===== src/rtl/dircc_routing_pkg.sv =====
// Shared types and helpers for the routing-side stream blocks.
package dircc_routing_pkg;

  typedef enum logic {
    IDLE = 1'b0,
    BUSY = 1'b1
  } arb_state_e;

  localparam int DEF_DATA_WIDTH  = 32;
  localparam int DEF_EMPTY_WIDTH = 2;

  // Bit offset of source idx's field inside a flattened per-source bus.
  function automatic int field_lsb(input int idx, input int width);
    return idx * width;
  endfunction

endpackage


===== src/rtl/dircc_rr_priority_select.sv =====
// Combinational round-robin picker: the search starts one past ptr_i and wraps.
module dircc_rr_priority_select #(
  parameter int N     = 4,
  parameter int IDX_W = $clog2(N)
) (
  input  logic [N-1:0]     req_i,
  input  logic [IDX_W-1:0] ptr_i,
  output logic [N-1:0]     onehot_o,
  output logic [IDX_W-1:0] idx_o,
  output logic             any_o
);

  // Walk ptr+1, ptr+2, ... mod N and keep the first requester found.
  always_comb begin
    onehot_o = '0;
    idx_o    = '0;
    any_o    = 1'b0;
    for (int k = 1; k <= N; k++) begin
      if (!any_o && req_i[(int'(ptr_i) + k) % N]) begin
        any_o                             = 1'b1;
        idx_o                             = IDX_W'((int'(ptr_i) + k) % N);
        onehot_o[(int'(ptr_i) + k) % N]   = 1'b1;
      end
    end
  end

endmodule


===== src/rtl/dircc_stream_packet_arbiter.sv =====
// Packet-atomic round-robin arbiter merging NUM_REQ Avalon-ST sources onto one port.
module dircc_stream_packet_arbiter
  import dircc_routing_pkg::*;
#(
  parameter int NUM_REQ     = 4,
  parameter int DATA_WIDTH  = DEF_DATA_WIDTH,
  parameter int EMPTY_WIDTH = DEF_EMPTY_WIDTH,
  parameter int CNT_WIDTH   = 16,
  parameter int IDX_W       = $clog2(NUM_REQ)
) (
  input  logic                           clk_clk,
  input  logic                           reset_reset,
  input  logic [NUM_REQ-1:0]             in_valid,
  input  logic [NUM_REQ*DATA_WIDTH-1:0]  in_data,
  input  logic [NUM_REQ-1:0]             in_startofpacket,
  input  logic [NUM_REQ-1:0]             in_endofpacket,
  input  logic [NUM_REQ*EMPTY_WIDTH-1:0] in_empty,
  output logic [NUM_REQ-1:0]             in_ready,
  output logic                           out_valid,
  output logic [DATA_WIDTH-1:0]          out_data,
  output logic                           out_startofpacket,
  output logic                           out_endofpacket,
  output logic [EMPTY_WIDTH-1:0]         out_empty,
  input  logic                           out_ready,
  output logic                           grant_valid,
  output logic [IDX_W-1:0]               grant_id,
  output logic                           err_orphan,
  output logic [CNT_WIDTH-1:0]           pkt_count
);

  arb_state_e           state_q;
  logic [IDX_W-1:0]     grant_id_q;
  logic                 grant_valid_q;
  logic [IDX_W-1:0]     rr_ptr_q;
  logic [CNT_WIDTH-1:0] pkt_count_q;
  logic [CNT_WIDTH-1:0] pkt_count_d;
  logic                 err_orphan_q;

  logic [NUM_REQ-1:0]   candidates;
  logic [NUM_REQ-1:0]   orphans;
  logic [NUM_REQ-1:0]   pick_onehot;
  logic [IDX_W-1:0]     pick_idx;
  logic                 pick_any;
  logic                 xfer_eop;

  assign candidates  = in_valid & in_startofpacket;
  assign orphans     = (state_q == IDLE) ? (in_valid & ~in_startofpacket & ~pick_onehot) : '0;
  assign xfer_eop    = (state_q == BUSY) && out_valid && out_ready && out_endofpacket;
  assign pkt_count_d = pkt_count_q + CNT_WIDTH'(1);

  dircc_rr_priority_select #(
    .N     (NUM_REQ),
    .IDX_W (IDX_W)
  ) u_pick (
    .req_i    (candidates),
    .ptr_i    (rr_ptr_q),
    .onehot_o (pick_onehot),
    .idx_o    (pick_idx),
    .any_o    (pick_any)
  );

  // Output mux and ready steering; IDLE drains non-sop beats, and nothing is accepted while reset is held.
  always_comb begin
    out_valid         = 1'b0;
    out_data          = '0;
    out_startofpacket = 1'b0;
    out_endofpacket   = 1'b0;
    out_empty         = '0;
    in_ready          = '0;
    if (state_q == BUSY) begin
      out_valid            = in_valid[grant_id_q];
      out_data             = in_data[field_lsb(int'(grant_id_q), DATA_WIDTH) +: DATA_WIDTH];
      out_startofpacket    = in_startofpacket[grant_id_q];
      out_endofpacket      = in_endofpacket[grant_id_q];
      out_empty            = in_empty[field_lsb(int'(grant_id_q), EMPTY_WIDTH) +: EMPTY_WIDTH];
      in_ready[grant_id_q] = out_ready;
    end else if (!reset_reset) begin
      in_ready = orphans;
    end
  end

  // Arbitration FSM with grant, pointer, counter and orphan-flag registers.
  always_ff @(posedge clk_clk or posedge reset_reset) begin
    if (reset_reset) begin
      state_q       <= IDLE;
      grant_id_q    <= '0;
      grant_valid_q <= 1'b0;
      rr_ptr_q      <= IDX_W'(NUM_REQ - 1);
      pkt_count_q   <= '0;
      err_orphan_q  <= 1'b0;
    end else begin
      err_orphan_q <= 1'b0;
      case (state_q)
        IDLE: begin
          err_orphan_q <= |orphans;
          if (pick_any) begin
            state_q       <= BUSY;
            grant_id_q    <= pick_idx;
            grant_valid_q <= 1'b1;
          end
        end
        BUSY: begin
          if (xfer_eop) begin
            state_q       <= IDLE;
            rr_ptr_q      <= grant_id_q;
            grant_valid_q <= 1'b0;
            pkt_count_q   <= pkt_count_d;
          end
        end
        default: state_q <= IDLE;
      endcase
    end
  end

  assign grant_valid = grant_valid_q;
  assign grant_id    = grant_id_q;
  assign err_orphan  = err_orphan_q;
  assign pkt_count   = pkt_count_q;

endmodule

===== config.mk =====
export PLATFORM = sky130hd
export DESIGN_NAME = dircc_stream_packet_arbiter
export DESIGN_NICKNAME = d
export VERILOG_FILES = /design/src/rtl/dircc_routing_pkg.sv /design/src/rtl/dircc_rr_priority_select.sv /design/src/rtl/dircc_stream_packet_arbiter.sv
export SDC_FILE = /design/constraint.sdc
export NUM_CORES = 1
export LEC_CHECK = 0
export CORE_UTILIZATION = 35
export CTS_BUF_LIST = sky130_fd_sc_hd__clkbuf_2 sky130_fd_sc_hd__clkbuf_4 sky130_fd_sc_hd__clkbuf_8
export DETAILED_ROUTE_END_ITERATION = 10
export GPL_TIMING_DRIVEN = 0
export PLACE_DENSITY = 0.9
export SYNTH_ARGS = -nofsm -noshare
export SYNTH_HDL_FRONTEND = slang
export SYNTH_SLANG_ARGS = --single-unit

===== constraint.sdc =====
create_clock -name clk_clk -period 3.1 [get_ports clk_clk]
set_input_delay 0.31 -clock clk_clk [delete_from_list [all_inputs] [get_ports clk_clk]]
set_output_delay 0.31 -clock clk_clk [all_outputs]
set_load 0.02 [all_outputs]

# ---- Word level (Yosys, flattened, before mapping)
# Index checks and enable logic that the tools add are counted.
dict set report op_classes {
  n_addsub 5
  order_cmp 10
  eq_ne 2
  shifts 2
  muxes 55
  bitwise_logic 14
  n_reduce_logical 22
}
# cell n
set ops {}
lappend ops {{$shiftx 128x8->32} 1}
lappend ops {{$mux 32} 1}
lappend ops {{$mux 1} 28}
lappend ops {{$mux 4} 7}
lappend ops {{$add 16x1->16 const B} 1}
lappend ops {{$and 4x4->4} 4}
lappend ops {{$lt 3x4->1 const B} 4}
lappend ops {{$bmux 1 s2} 7}
lappend ops {{$ge 3x1->1 const B} 4}
lappend ops {{$or 4x4->4} 3}
lappend ops {{$logic_and 1x1->1} 11}
lappend ops {{$demux 1 s2} 5}
lappend ops {{$mux 2} 5}
lappend ops {{$not 4->4} 2}
lappend ops {{$reduce_or 2->1} 4}
lappend ops {{$shiftx 8x4->2} 1}
lappend ops {{$reduce_and 2->1} 3}
lappend ops {{$add 2x1->2 const B} 2}
lappend ops {{$add 2x2->2 const B} 2}
lappend ops {{$and 1x1->1 const A} 4}
lappend ops {{$pmux 1 s2} 2}
lappend ops {{$reduce_or 4->1} 1}
lappend ops {{$logic_not 1->1} 3}
lappend ops {{$lt 2x3->1 const B} 1}
lappend ops {{4 further kinds} 4}
dict set report totals {
  ff_bits 23
  in_bits 151
  output_inout_bits 61
  elab_cells 116
}

# ---- Logic depth before layout (Yosys ltp)
# Gate-level depths: netlist (run 1).
dict set report depth {
  word_depth 21
  ltp_mapped 8
}

# ---- Cells and area by module
# A second synthesis (run 1) with hierarchy kept.
dict set report hier_totals {
  cells_unflattened 275
  hier_area_um2 2886.5
}
# module n_inst cells_per_inst area_per_inst_um2
set by_module_without_submodules {}
lappend by_module_without_submodules {dircc_stream_packet_arbiter 1 189 2257.2}
lappend by_module_without_submodules {dircc_rr_priority_select 1 86 629.4}

# ---- Least setup slack after synthesis (run 1)
# Ideal clock, no wire load.
dict set report synth_path {
  kind {register to output}
  start {register rr_ptr_q[1]}
  end {output port in_ready[2]}
  t_arrival_ns 2.307
  setup_slack_ns 0.483
  path_stages_with_launch 9
  path_buffers 1
  path_cell_list {dfstp_2 > inv_1 > ha_1 > clkbuf_1 > mux4_2 > nor2b_4 > nand2_1 > o211ai_1 > o22ai_1}
}
dict set report synth_via {
  elab_chain_len 19
}
# element line
set synth_rtl {}
lappend synth_rtl {{start: declaration} dircc_stream_packet_arbiter.sv:34} ;# logic [IDX_W-1:0] rr_ptr_q;
lappend synth_rtl {{start signal: assignment} dircc_stream_packet_arbiter.sv:88} ;# rr_ptr_q <= IDX_W'(NUM_REQ - 1);
lappend synth_rtl {{start signal: assignment} dircc_stream_packet_arbiter.sv:105} ;# rr_ptr_q <= grant_id_q;
lappend synth_rtl {{$add 2x1->2} {dircc_rr_priority_select.sv:19, dircc_rr_priority_select.sv:22}}
lappend synth_rtl {{$reduce_or 2->1 (no source line) / $bmux 1 s2 (equally long branches)} -}
lappend synth_rtl {{$and 1x1->1 (no source line) / $mux 1 (equally long branches)} -}
lappend synth_rtl {{$lt 3x4->1 (implied by the code) (tied with other cells)} dircc_rr_priority_select.sv:22} ;# onehot_o[(int'(ptr_i) + k) % N] = 1'b1;
lappend synth_rtl {{$logic_and 1x1->1 (implied by the code) / $mux 1 (equally long branches)} {dircc_rr_priority_select.sv:22, dircc_rr_priority_select.sv:19}}
lappend synth_rtl {{$mux 1 (implied by the code) / $logic_not 1->1 (equally long branches)} {dircc_rr_priority_select.sv:22, dircc_rr_priority_select.sv:19}}
lappend synth_rtl {{$demux 1 s2 / $logic_and 1x1->1 (equally long branches)} -}
lappend synth_rtl {{$mux 4 / $mux 1 (equally long branches)} dircc_rr_priority_select.sv:19} ;# if (!any_o && req_i[(int'(ptr_i) + k) % N]) begin
lappend synth_rtl {{[3 not listed]} -}
lappend synth_rtl {{$mux 4 / $logic_not 1->1 (equally long branches)} dircc_rr_priority_select.sv:19}
lappend synth_rtl {{$or 4x4->4 (no source line) / $logic_and 1x1->1 (equally long branches)} -}
lappend synth_rtl {{$mux 4 *} dircc_rr_priority_select.sv:19}
lappend synth_rtl {{$not 4->4 *} dircc_stream_packet_arbiter.sv:47} ;# assign orphans = (state_q == IDLE) ? (in_valid & ~in_startofpacket & ~pick_onehot) : '0;
lappend synth_rtl {{$and 4x4->4 *} dircc_stream_packet_arbiter.sv:47}
lappend synth_rtl {{$mux 4 *} dircc_stream_packet_arbiter.sv:47}
lappend synth_rtl {{$mux 4 *} dircc_stream_packet_arbiter.sv:77} ;# end else if (!reset_reset) begin
lappend synth_rtl {{$mux 4 *} dircc_stream_packet_arbiter.sv:70} ;# if (state_q == BUSY) begin
lappend synth_rtl {{end: declaration} dircc_stream_packet_arbiter.sv:18} ;# output logic [NUM_REQ-1:0] in_ready,
# Mark *: on every way between the ends. The rest lies on a longest branch, timed or not. The select of a mux whose other input is x is not followed.

# ---- Worst setup path after layout (run 1)
dict set report layout_path {
  start {register rr_ptr_q[0]}
  end {output port in_ready[0]}
}
# Same word-level chain as after synthesis.

==> results, run 1 <==
- In this run the standard cell core region covers 0.00737 mm2.
- After clock tree synthesis, the clock-pin slew on the worst setup and hold paths is 0.09 ns.
- Buffers inserted to repair hold after CTS numbered 0.
- The startpoint kind of the worst setup timing path is a register.
- The fraction of the cycle the final worst path needs is 98.2%.
- The share of synthesized area in the top cell type comes to 31.6%.
- The slew at the pin with the worst max-slew slack is 0.880 ns.
- Yosys printed 0 warnings.
- From left edge to right edge, the die measures 90.0 um.
- The maximum buffer depth of the clock tree is 2.
- The average detailed-routed wire length per instance is 20.5 um.
- The classification of the worst setup path is register to output port.
- For this block, the routed nets add up to 11900 um of wire.
- After detailed routing, the number of vias per cell comes to 5.49.
- The data arrival time of the worst path is 2.73 ns.
- The clock net in this run drives a total of 23 sinks.
- TritonCTS built the clock tree.
- The number of flops mapped to enable cells by yosys is 0.
- Sequential elements use 21.3% of the synthesized area.
- A synthesized cell averages 10.3 um2.
- Based on the critical path, the design can be clocked at up to 329 MHz.
- The cell area after synthesis is 0.00271 mm2.
- Of all flip-flops after synthesis, the portion carrying an async set or reset was 100%.
- Power comes to 0.00378 W.
- The number of max-slew violations in the final report is 0.
- During placement, the flow inserted port buffers numbering 211.
- Across all layers, the routed design uses 3171 vias.
- The remaining global-route overflow is 0.
- The pre-antenna-repair detailed-routing pass consisted of 5 iterations.
- Counting every instance in the synthesized netlist gives 264.
- The initial antenna violation count is 0.
- The post-route DRC violation count is 0.
- In this run the vertical extent of the chip is 90.0 um.
- The net count after synthesis is 424.
- The via count of the first global-routing pass is 3339.
- The clock latency of the later-clocked register in the worst-skew pair is 0.26 ns.
- STA classifies the critical path endpoint as an output port.
- The net total in the final layout is 640.
- Max-cap violations in this run came to 0.
- During I/O placement, the number of pins put on the boundary was 212.
- The starting utilization of the core area is 36.8%.
- The sink of the worst hold path is pkt_count[15].
- Yosys mapped the design onto 41 distinct sky130hd cell types.
- The setup violation total in the final timing report is 0.
- The worst setup skew after layout is 0.00153 ns.
- The cell at the root of the clock tree is sky130_fd_sc_hd__clkbuf_8.
- The count of nets left with antenna violations once routing finished came out at 0.
- The hold violation count in the final report was 0.
- Synthesis inferred 23 register bits.
- The utilization of the core after routing is 68.2%.
- Counting instances, the worst hold path has a depth of 1.
- The run finished with clean final reports.
- The critical path launch point is rr_ptr_q[0].
- The area growth from synthesis to layout is 85.5%.
- The class of the most critical hold timing path is register to register.
- The first-pass GRT wire length is 18500 um.
- Counting the buffers created by CTS gives 3.
- The worst endpoint required time is 2.79 ns.
- The startpoint of the most critical register-to-register path is rr_ptr_q[0].
- The pin count of the biggest net entering global routing is 24.
- The antenna cell count is 0.
- The power density normalized to cell area is 753 mW/mm2.
- The source of the worst hold timing path is pkt_count[15].
- The count of cells along the worst register-to-register path is 8.
- The global-route total usage across every layer is 29.3%.
- The post-layout minimum cycle time is 3.04 ns.
- Across the VDD grid, the largest voltage drop is 0.000705 V.
- In this run the worst path has a maximum fanout of 9.
- The leading area contributor after synthesis is sky130_fd_sc_hd__mux4_2.
- The most used flip-flop cell after synthesis is sky130_fd_sc_hd__dfrtp_1.
- CTS built an H-tree with a depth of 1.
- The detailed router finished its first iteration with 154 violations.
- The setup check on the worst reg-to-reg path leaves a slack of 0.80 ns.
- Row generation in the floorplan step produced 31 rows.
- The worst slew margin relative to its limit is 41.2%.
- The floorplan step defined a die boundary enclosing 0.00810 mm2.
- The post-route worst hold slack is 0.478 ns.
- The static leakage power is 1.92 nW.
- The destination of the worst register-to-register timing path is err_orphan.
- The congestion estimate from routability-driven global placement came to 0.952.
- The share of final-layout standard cells stronger than drive strength 1 is 14.2%.
- The half-perimeter wire length after placement is 9830 um.
- By area the synthesized netlist is led by sky130_fd_sc_hd__mux4_2 32%, sky130_fd_sc_hd__dfrtp_1 19%, sky130_fd_sc_hd__and2_1 9.2%, sky130_fd_sc_hd__ha_1 4.2%, sky130_fd_sc_hd__xnor2_1 3.2%.
cell families after synthesis:
family / Yosys count / share of synthesized area [%]
AOI/OAI and AO/OA: 38 / 9.65
and+or+nand+nor: 107 / 21.9
adders and majority gates: 9 / 4.16
buffers and inverters: 32 / 4.99
xor gates and xnor gates: 15 / 4.85
DFF: 23 / 21.3
muxes: 40 / 33.1
per-layer routing:
metal	wire length [um]	part of all wire, %	vias to the layer above	global-route usage [%]
met5	0	0	-	0
met4	334	2.8	0	8.87
met3	920	7.8	26	5.33
met2	6130	52	205	53.8
met1	4480	38	1514	34.7
li1	-	-	1426	-
synth_stat cells, drive strengths merged, types with 2 or more instances:
cell	count
a211oi	5
a21o	3
a21oi	7
and2	40
and3	3
buf	7
clkbuf	10
dfrtp	21
dfstp	2
ha	9
inv	15
mux4	39
nand2	21
nand3	16
nand4	4
nor2	13
nor3	5
o211ai	10
o21ai	4
o22ai	2
o2bb2ai	2
o311ai	2
or3	3
xnor2	10
xor2	5
sequential cells by signal, summed over array words and instances, names as in the netlist:
name	flops
err_orphan	1
grant_id	2
rr_ptr_q	2
state_q	1
grant_valid	1
pkt_count	16
area by class of cell:
type | instances | area, um2
sequential | 23 | 578
inverter | 15 | 61.3
buffer | 15 | 70.1
timing repair buffer | 213 | 2120
clock inverter | 1 | 5.00
multi-input combinational | 209 | 2020
fill | 569 | 2340
tap | 99 | 124
clock buffer | 3 | 41.3
stage by stage:
stage	setup TNS [ns]	std cells	area (um2)	worst slack, ns
after floorplan	0	264	2710	0.483
after global placement	-0.660	574	4940	-0.175
after detailed placement	-1.05	574	4940	-0.285
after CTS	0	577	5000	0.0240
after global routing	-0.00173	578	5030	-0.00173
final	0	578	5030	0.0563
worst max path at each step:
stage / endpoint / cells after the start
final: in_ready[0] / 9
after global routing: in_ready[1] / 9
after CTS: out_data[30] / 5
after detailed placement: in_ready[3] / 9
after global placement: in_ready[2] / 9
after floorplan: in_ready[2] / 8
what timing repair did:
item                                    in CTS  in global routing
resized for setup                            7                  8
pin swaps                                    0                  1
endpoints found under the setup margin       8                 11
setup buffers                                1                  1
critical path: stages (launching register included):
cell,delay [ns]
sky130_fd_sc_hd__dfstp_2,0.63
sky130_fd_sc_hd__inv_6,0.08
sky130_fd_sc_hd__ha_4,0.33
sky130_fd_sc_hd__mux4_2,0.22
sky130_fd_sc_hd__buf_4,0.14
sky130_fd_sc_hd__o211ai_1,0.10
sky130_fd_sc_hd__a211oi_1,0.22
sky130_fd_sc_hd__o211ai_1,0.19
sky130_fd_sc_hd__o2bb2ai_1,0.20
sky130_fd_sc_hd__dlygate4sd2_1,0.35
cell usage in the layout, fill, tap and decap left out, drive strengths merged:
cell type      synthesis  layout
dfstp                  2       2
and2                  40      40
clkinv                 0       1
o311ai                 2       2
a221oi                 1       1
a21o                   3       3
dfrtp                 21      21
mux4                  39      39
nand3                 16      16
a21oi                  7       7
or3                    3       3
clkbuf                10      13
buf                    7       7
o211ai                10      10
nor2                  13      13
and3                   3       3
nor2b                  1       1
a211oi                 5       5
a31oi                  1       1
o21ai                  4       4
mux2                   1       1
nor3                   5       5
xnor2                 10      10
o22ai                  2       2
nand4                  4       4
ha                     9       9
clkdlybuf4s50          0     207
xor2                   5       5
o2bb2ai                2       2
nand2                 21      21
inv                   15      15
a41oi                  1       1
dlygate4sd2            0       4
or2                    1       1
power breakdown:
group / internal (W) / switching, W
sequential: 0.000377 / 0.0000685
clock: 0.0000898 / 0.000100
combinational: 0.00158 / 0.00157
total: 0.00205 / 0.00174
Power figures use the tool's default switching activity.
==> inputs of run 2 (changes only) <==
--- a/config.mk
+++ b/config.mk
@@ -10,6 +10,7 @@
 export DETAILED_ROUTE_END_ITERATION = 10
 export GPL_TIMING_DRIVEN = 0
 export PLACE_DENSITY = 0.9
+export SETUP_SLACK_MARGIN = 0.05
 export SYNTH_ARGS = -nofsm -noshare
 export SYNTH_HDL_FRONTEND = slang
 export SYNTH_SLANG_ARGS = --single-unit
==> run 2 against run 1 <==
Against the previous run:
- first-iteration DRC count fell by 3.2%
- clock-buffer cell count did not move
- sequential cell count did not move
- cell count rose by 0.35%
- largest power group unchanged
- global-route usage rose by 0.11 points
==> results, run 2 (synthesis results as in run 1) <==
- The flow ran to the end, and the final reports show no timing, DRC or antenna violations.
- The number of I/O port buffers is 211.
- The first-pass GRT wire length is 18500 um.
- The most repeated library cell on the critical path is sky130_fd_sc_hd__o211ai_1.
- The level count of the clock H-tree is 1.
- The number of placement rows is 31.
- The class of the most critical hold timing path is register to register.
- Measured along the y axis, the die boundary spans 90.0 um.
- Counting tap cells, the placed design contains a total of 574 instances.
- Of all nets on the critical path, the largest fanout is 6.
- The slew at the pin with the worst max-slew slack is 0.878 ns.
- The maximum achievable frequency is 336 MHz.
- Excluding fillers, the count of instances in the completed layout stands at 580.
- The die covers 0.00810 mm2.
- The area of the core is 0.00737 mm2.
- The clock latency of the later-clocked register in the worst-skew pair is 0.26 ns.
- The global-route total usage across every layer is 29.4%.
- The number of max-slew violations in the final report is 0.
- The startpoint kind of the worst setup timing path is a register.
- The maximum buffer depth of the clock tree is 2.
- The total number of clock tree sinks is 23.
- Max-cap violations in this run came to 0.
- The via total after detailed routing is 3152.
- The initial antenna violation count is 0.
- Entering global routing, the biggest net connects 24 pins.
- Together, buffers and inverters on the worst path number 3.
- The first detailed-routing pass ran for 4 iterations.
- The setup path with the least slack is of type register to output port.
- The worst slew margin relative to its limit is 41.4%.
- Of the available clock period, the critical path in the final layout requires 96.0%.
- Summing internal, switching and leakage power gives 0.00381 W.
- The DRC violation total after the first TritonRoute iteration is 149.
- The largest single stage delay on the critical path is 0.54 ns.
- The analysis attributes to cell leakage a power of 1.92 nW.
- The most common cell after layout, fill and taps aside is sky130_fd_sc_hd__clkdlybuf4s50_1.
- Cells with a size suffix above 1 make up 14.8% of the layout.
- The worst setup skew after layout is 0.00204 ns.
- Cells fill 68.4% of the core in the end.
- The critical path goes through inv_1, ha_4, mux4_2, buf_4, o211ai_1, a211oi_1, o211ai_1, o2bb2ai_1, dlygate4sd2_1.
- The HPWL after detailed placement is 9830 um.
- Final hold analysis gives a worst-case slack of 0.479 ns.
- In the layout the commonest cells are 207 x sky130_fd_sc_hd__clkdlybuf4s50_1, 40 x sky130_fd_sc_hd__and2_1, 38 x sky130_fd_sc_hd__mux4_2.
- The area growth from synthesis to layout is 86.0%.
- The slowest library cell on the worst path is sky130_fd_sc_hd__dfstp_2.
- The starting utilization of the core area is 36.8%.
- The remaining number of nets flagged by the antenna check after routing is 0.
- Setup repair after global routing could not meet its margin everywhere.
- The worst-case IR drop observed on VDD is 0.000706 V.
- The via count of the first global-routing pass was 3330.
- The number of top-level pins is 212.
- Wires add up to 11900 um.
- The register with the most flip-flops in the layout has 16 of them.
- The data arrival time of the worst path is 2.67 ns.
- The CTS buffer count is 3.
- The setup violation total in the final timing report is 0.
- The post-route DRC violation count is 0.
- The average detailed-routed wire length per instance is 20.5 um.
- The tree is rooted in a sky130_fd_sc_hd__clkbuf_8.
- In the final design database the tool counted 642 nets.
- The power density normalized to cell area is 756 mW/mm2.
- The weighted congestion at the end of routability-driven global placement is 0.952.
- The capturing element type of the critical path is an output port.
- For this run the aggregate overflow at the end of global routing stands at 0.
- The die width is 90.0 um.
- The TritonCTS clock tree is yes.
- The antenna cell count is 0.
- The cell family contributing the most delay on the critical path is compound AO/OA/AOI/OAI gates.
- The hold violation count in the final report is 0.
- The area of all placed cells without fillers is 0.00504 mm2.
- The fill cell instance count of the final layout is 569.
- The worst endpoint required time is 2.79 ns.
- The cell area after placement is 0.00494 mm2.
- The mean number of vias per cell is 5.43.
- After clock tree synthesis, the clock-pin slew on the worst setup and hold paths is 0.09 ns.
- The post-layout minimum cycle time is 2.98 ns.
run 2: cell count changes in the layout (fill, tap and decap cells not counted), sizes merged:
cell	previous run	this run
dlygate4sd2	4	3
clkbuf	13	14
buf	7	9
run 2: layout make-up:
| class | instances | area [um2] | share of cell area [%] |
|---|---|---|---|
| inverters | 15 | 61.3 | 1.22 |
| plain buffers | 15 | 70.1 | 1.39 |
| flip-flops and latches | 23 | 578 | 11.5 |
| multi-input cells | 209 | 2020 | 40.2 |
| well taps | 99 | 124 | 2.46 |
| clock inverters | 1 | 5.00 | 0.0994 |
| repair buffers | 215 | 2130 | 42.3 |
| clock buffers | 3 | 41.3 | 0.820 |
run 2: repair_timing:
item,4_1_cts,5_1_grt
gates resized for setup,8,8
hold buffers,0,0
setup endpoints to repair,19,14
pin swaps,0,2
buffers inserted,1,3
run 2: worst paths after layout:
| check | endpoint | cells after the start | startpoint | slack (ns) |
|---|---|---|---|---|
| worst max-delay path | in_ready[1] | 9 | rr_ptr_q[1] | 0.12 |
| min in group asynchronous | grant_id[1] | 2 | reset_reset | 0.64 |
| worst min register to register | pkt_count[15] | 1 | pkt_count[15] | 0.48 |
| worst max register to register | grant_id[0] | 8 | rr_ptr_q[1] | 0.87 |
| worst min-delay path | pkt_count[15] | 1 | pkt_count[15] | 0.48 |
| max in group asynchronous | grant_id[0] | 2 | reset_reset | 1.92 |
run 2: metrics by stage:
step,TNS (ns),worst slack (ns)
global route,0,0.0334
detailed placement,-1.05,-0.285
CTS,0,0.0327
global placement,-0.660,-0.175
finish,0,0.124
floorplan,0,0.483
run 2: routing by layer:
layer  up-vias  share of wire (%)  track usage [%]  wire length, um
li1       1429                  -                -                -
met1      1522                 38             35.0             4570
met2       175                 52             54.0             6140
met3        26                7.1             5.25              848
met4         0                2.9             8.60              340
met5         -                  0                0                0
run 2: where the power goes:
group	internal (W)	leakage [nW]	switching, W
clock	0.0000898	0.0255	0.000101
sequential	0.000377	0.287	0.0000648
combinational	0.00160	1.61	0.00157
==> inputs of run 3 (changes only) <==
--- a/config.mk
+++ b/config.mk
@@ -5,12 +5,15 @@
 export SDC_FILE = /design/constraint.sdc
 export NUM_CORES = 1
 export LEC_CHECK = 0
-export CORE_UTILIZATION = 35
+export CORE_AREA = 2 2 82 84
 export CTS_BUF_LIST = sky130_fd_sc_hd__clkbuf_2 sky130_fd_sc_hd__clkbuf_4 sky130_fd_sc_hd__clkbuf_8
 export DETAILED_ROUTE_END_ITERATION = 10
+export DIE_AREA = 0 0 84 86
+export DONT_BUFFER_PORTS = 1
 export GPL_TIMING_DRIVEN = 0
-export PLACE_DENSITY = 0.9
+export PLACE_DENSITY = 0.66
 export SETUP_SLACK_MARGIN = 0.05
 export SYNTH_ARGS = -nofsm -noshare
 export SYNTH_HDL_FRONTEND = slang
+export SYNTH_HIERARCHICAL = 1
 export SYNTH_SLANG_ARGS = --single-unit
==> run 3 against run 2 <==
Against the previous run:
- the flow now finishes with violations (negative setup slack)
- clock power is essentially flat
- via count down 19%
- clock-buffer cell count unchanged
- worst setup slack got worse by 0.40 ns
- core utilization decreased by 15 points
- final area down 34%
- routed wire length shrank 17%
- area after synthesis is 6.6% higher
- sequential power is 19% higher
- clock skew increased by 0.00064 ns
- sequential share of layout area increased by 5.8 points
- die area shrank 11%
==> results, run 3 <==
- The fraction of the cycle the final worst path needs is 109%.
- For this configuration, the core starts out at a cell density of 46.0%.
- The via total after detailed routing is 2565.
- After synthesis, the cell types taking the most area are sky130_fd_sc_hd__mux4_2 30%, sky130_fd_sc_hd__dfrtp_1 18%, sky130_fd_sc_hd__and2_1 9.1%, sky130_fd_sc_hd__xnor2_1 3.9%, sky130_fd_sc_hd__ha_1 3.9%.
- By count the netlist is led by 42 x sky130_fd_sc_hd__and2_1, 39 x sky130_fd_sc_hd__mux4_2, 21 x sky130_fd_sc_hd__dfrtp_1, 16 x sky130_fd_sc_hd__nand2_1, 15 x sky130_fd_sc_hd__nand4_1.
- In this run the number of H-tree levels came out at 1.
- The top cell types in the final layout, fill and taps aside, are 42 x sky130_fd_sc_hd__and2_1, 39 x sky130_fd_sc_hd__mux4_2, 21 x sky130_fd_sc_hd__dfrtp_1.
- The count of cells along the worst register-to-register path is 11.
- The core region is 0.00628 mm2.
- Yosys instantiated no cell more often than sky130_fd_sc_hd__and2_1.
- In the synthesized netlist, the number of instances is 275.
- The half-perimeter wire length after placement is 8050 um.
- The mean number of vias per cell is 6.82.
- Averaged over all synthesized cells, the footprint is 10.5 um2.
- The routed design could run at a clock period as short as 3.38 ns.
- Multiplexer cells account for 33.8% of the synthesized area.
- The power density normalized to cell area is 942 mW/mm2.
- OpenSTA, run right after detailed placement, puts the worst setup slack at -0.309 ns.
- The hold violation count in the final report is 0.
- For this run, the detailed router's first-pass iteration total came to 4.
- The startpoint kind of the worst setup timing path is a register.
- The final reports fail on negative setup slack.
- The worst setup slack after layout is -0.278 ns.
- After the first detailed-routing iteration, the DRC count stood at 144.
- The remaining number of nets flagged by the antenna check after routing is 0.
- The pin count of the biggest net entering global routing is 25.
- For this design the static power due to leakage is 1.23 nW.
- The global-route total usage across every layer is 25.7%.
- The die covers 0.00722 mm2.
- The number of flops mapped to enable cells by yosys is 0.
- The commonest register cell after synthesis is sky130_fd_sc_hd__dfrtp_1.
- Yosys printed 6 warnings.
- Summing every instance area after synthesis gives 0.00289 mm2.
- The number of distinct library cell variants in the gate-level netlist after synthesis is 45.
- During I/O placement, the number of pins put on the boundary was 212.
- The number of storage elements in the synthesis netlist is 23.
- At the pin with the least slew margin, the transition time is 0.910 ns.
- Setup repair after global routing could not meet its margin everywhere.
- The class of the most critical hold timing path is primary input to asynchronous set/reset pin.
- The number of I/O port buffers is 0.
- The remaining global-route overflow is 0.
- The via count of the first global-routing pass is 2523.
- The total number of clock tree sinks is 23.
- The data arrival time of the worst path is 3.07 ns.
- The die is 86 um tall.
- The tree is rooted in a sky130_fd_sc_hd__clkbuf_8.
- The total length of routed wires is 9820 um.
- The setup path with the least slack is of type register to output port.
- The worst setup skew after layout is 0.00269 ns.
- Of the total synthesized cell area, the portion taken by full adders, half adders and majority gates is 3.90%.
- The setup violation total in the final timing report is 4.
- The flip-flop count of the largest register after layout is 16.
- The die width is 84 um.
- The share of synthesized area in the top cell type comes to 30.4%.
- The most common cell after layout, fill and taps aside is sky130_fd_sc_hd__and2_1.
- The critical path launch point is rr_ptr_q[0].
- The first-pass GRT wire length is 14500 um.
- The run finished, with violations left.
- Of all flip-flops after synthesis, the portion carrying an async set or reset was 100%.
- VDD sags by at most 0.000589 V.
- After detailed routing, the average wire length per cell comes to 26.1 um.
- The post-synthesis xor/xnor area fraction is 4.55%.
- For this run, the top clock speed supported by timing is 296 MHz.
- The net total in the final layout is 459.
- The sequential element share of the synthesized area is 20.0%.
- Of the cells placed in the final design, the portion with a size suffix greater than 1 is 33.9%.
- The weighted congestion at the end of routability-driven global placement is 0.944.
- The number of max-slew violations in the final report is 0.
- Measured against its own limit, the worst slew margin works out to 39.2%.
- STA classifies the critical path endpoint as an output port.
- The area fraction in compound gates after synthesis is 8.45%.
- The clock latency of the later-clocked register in the worst-skew pair is 0.27 ns.
- The largest total area in the synthesized netlist belongs to sky130_fd_sc_hd__mux4_2.
- After detailed routing, the number of remaining DRC violations is 0.
- When the netlist entered floorplanning its net count stood at 435.
- The cell area after placement is 0.00308 mm2.
- The maximum buffer depth of the clock tree is 2.
- The TritonCTS clock tree is yes.
- After clock tree synthesis, the clock-pin slew on the worst setup and hold paths is 0.08 ns.
- The area growth from synthesis to layout is 16.0%.
- The worst register-to-register path begins at rr_ptr_q[0].
- The area of all placed cells without fillers is 0.00335 mm2.
- The initial antenna violation count is 1.
- The synthesized-area fraction occupied by and/or/nand/nor cells is 23.1%.
- The number of placement rows is 29.
- After synthesis, the largest family of logic cells by area is multiplexers.
- Max-cap violations in this run came to 0.
- At the worst endpoint, the required time is 2.79 ns.
- The CTS buffer count is 3.
- Along the worst path, the maximum fanout reaches 4.
## run 3: cell count changes after synthesis, moves of 4 or more
cell	previous run	this run
sky130_fd_sc_hd__a2111o_1	0	4
sky130_fd_sc_hd__a31oi_1	1	5
sky130_fd_sc_hd__buf_6	0	5
sky130_fd_sc_hd__mux2_2	0	6
sky130_fd_sc_hd__nand3_1	16	5
sky130_fd_sc_hd__nand4_1	3	15
sky130_fd_sc_hd__nor3_1	4	0
sky130_fd_sc_hd__o211ai_1	10	0
sky130_fd_sc_hd__o31ai_1	0	4
## run 3: power by group
group | total, W | switching (W) | leakage [nW] | internal, W
registers | 0.000523 | 0.000149 | 0.297 | 0.000374
clock network | 0.000188 | 0.0000983 | 0.0255 | 0.0000898
logic | 0.00244 | 0.00136 | 0.908 | 0.00108
## run 3: layout make-up
type / count / area, um2
diodes: 1 / 2.50
plain buffers: 24 / 156
clock buffers: 3 / 41.3
clock inverters: 1 / 5.00
fillers: 545 / 2930
inverters: 11 / 56.3
multi-input cells: 217 / 2250
flip-flops and latches: 23 / 578
well taps: 77 / 96.3
repair buffers: 19 / 165
## run 3: per-layer routing
| layer | share of wire (%) | vias up | track usage, % | wire length [um] |
|---|---|---|---|---|
| met5 | 0 | - | 0 | 0 |
| met4 | 2.0 | 0 | 6.01 | 201 |
| met3 | 7.8 | 16 | 5.29 | 766 |
| met2 | 52 | 154 | 44.5 | 5090 |
| met1 | 38 | 1287 | 33.5 | 3760 |
| li1 | - | 1108 | - | - |
## run 3: repair_timing
action / in CTS / in global routing
endpoints found under the setup margin: 5 / 4
hold buffers: 0 / 0
pin swaps: 8 / 14
setup buffers: 15 / 4
gates resized for setup: 14 / 7
## run 3: cell families (layout without fill, tap and decap cells)
kind of cell               after synthesis  after routing
muxes                                   48             48
and+or+nand+nor                        113            113
buffers and inverters                   35             58
adders and majority gates                9              9
other                                    0              1
xor gates and xnor gates                15             15
AOI/OAI and AO/OA                       32             32
DFF                                     23             23
## run 3: path summary, 6_finish.rpt
path	end	slack (ns)
min in group clk_clk	pkt_count[14]	0.41
max in group asynchronous	grant_valid	2.42
min	pkt_count[1]	0.13
min reg2reg	pkt_count[13]	0.64
max	in_ready[2]	-0.28
max reg2reg	err_orphan	0.21
## run 3: worst max-delay path, cell delays in order (launching register included)
cell	delay, ns
sky130_fd_sc_hd__dfstp_2	0.56
sky130_fd_sc_hd__buf_6	0.11
sky130_fd_sc_hd__buf_8	0.10
sky130_fd_sc_hd__inv_8	0.03
sky130_fd_sc_hd__ha_4	0.26
sky130_fd_sc_hd__buf_8	0.10
sky130_fd_sc_hd__mux4_2	0.36
sky130_fd_sc_hd__buf_6	0.15
sky130_fd_sc_hd__a2111o_1	0.35
sky130_fd_sc_hd__or4b_4	0.54
sky130_fd_sc_hd__o22ai_4	0.24
## run 3: through the flow
stage	instances	hold slack [ns]	total power [W]	util [%]	setup TNS [ns]
2_1_floorplan	275	0.319	0.00235	-	0
3_3_place_gp	352	0.432	0.00267	49.0	-0.945
3_5_place_dp	352	0.438	0.00269	49.0	-0.884
4_1_cts	371	0.150	0.00307	52.4	-0.920
5_1_grt	376	0.197	0.00334	53.3	-1.05
6_report	376	0.130	0.00315	53.3	-0.856
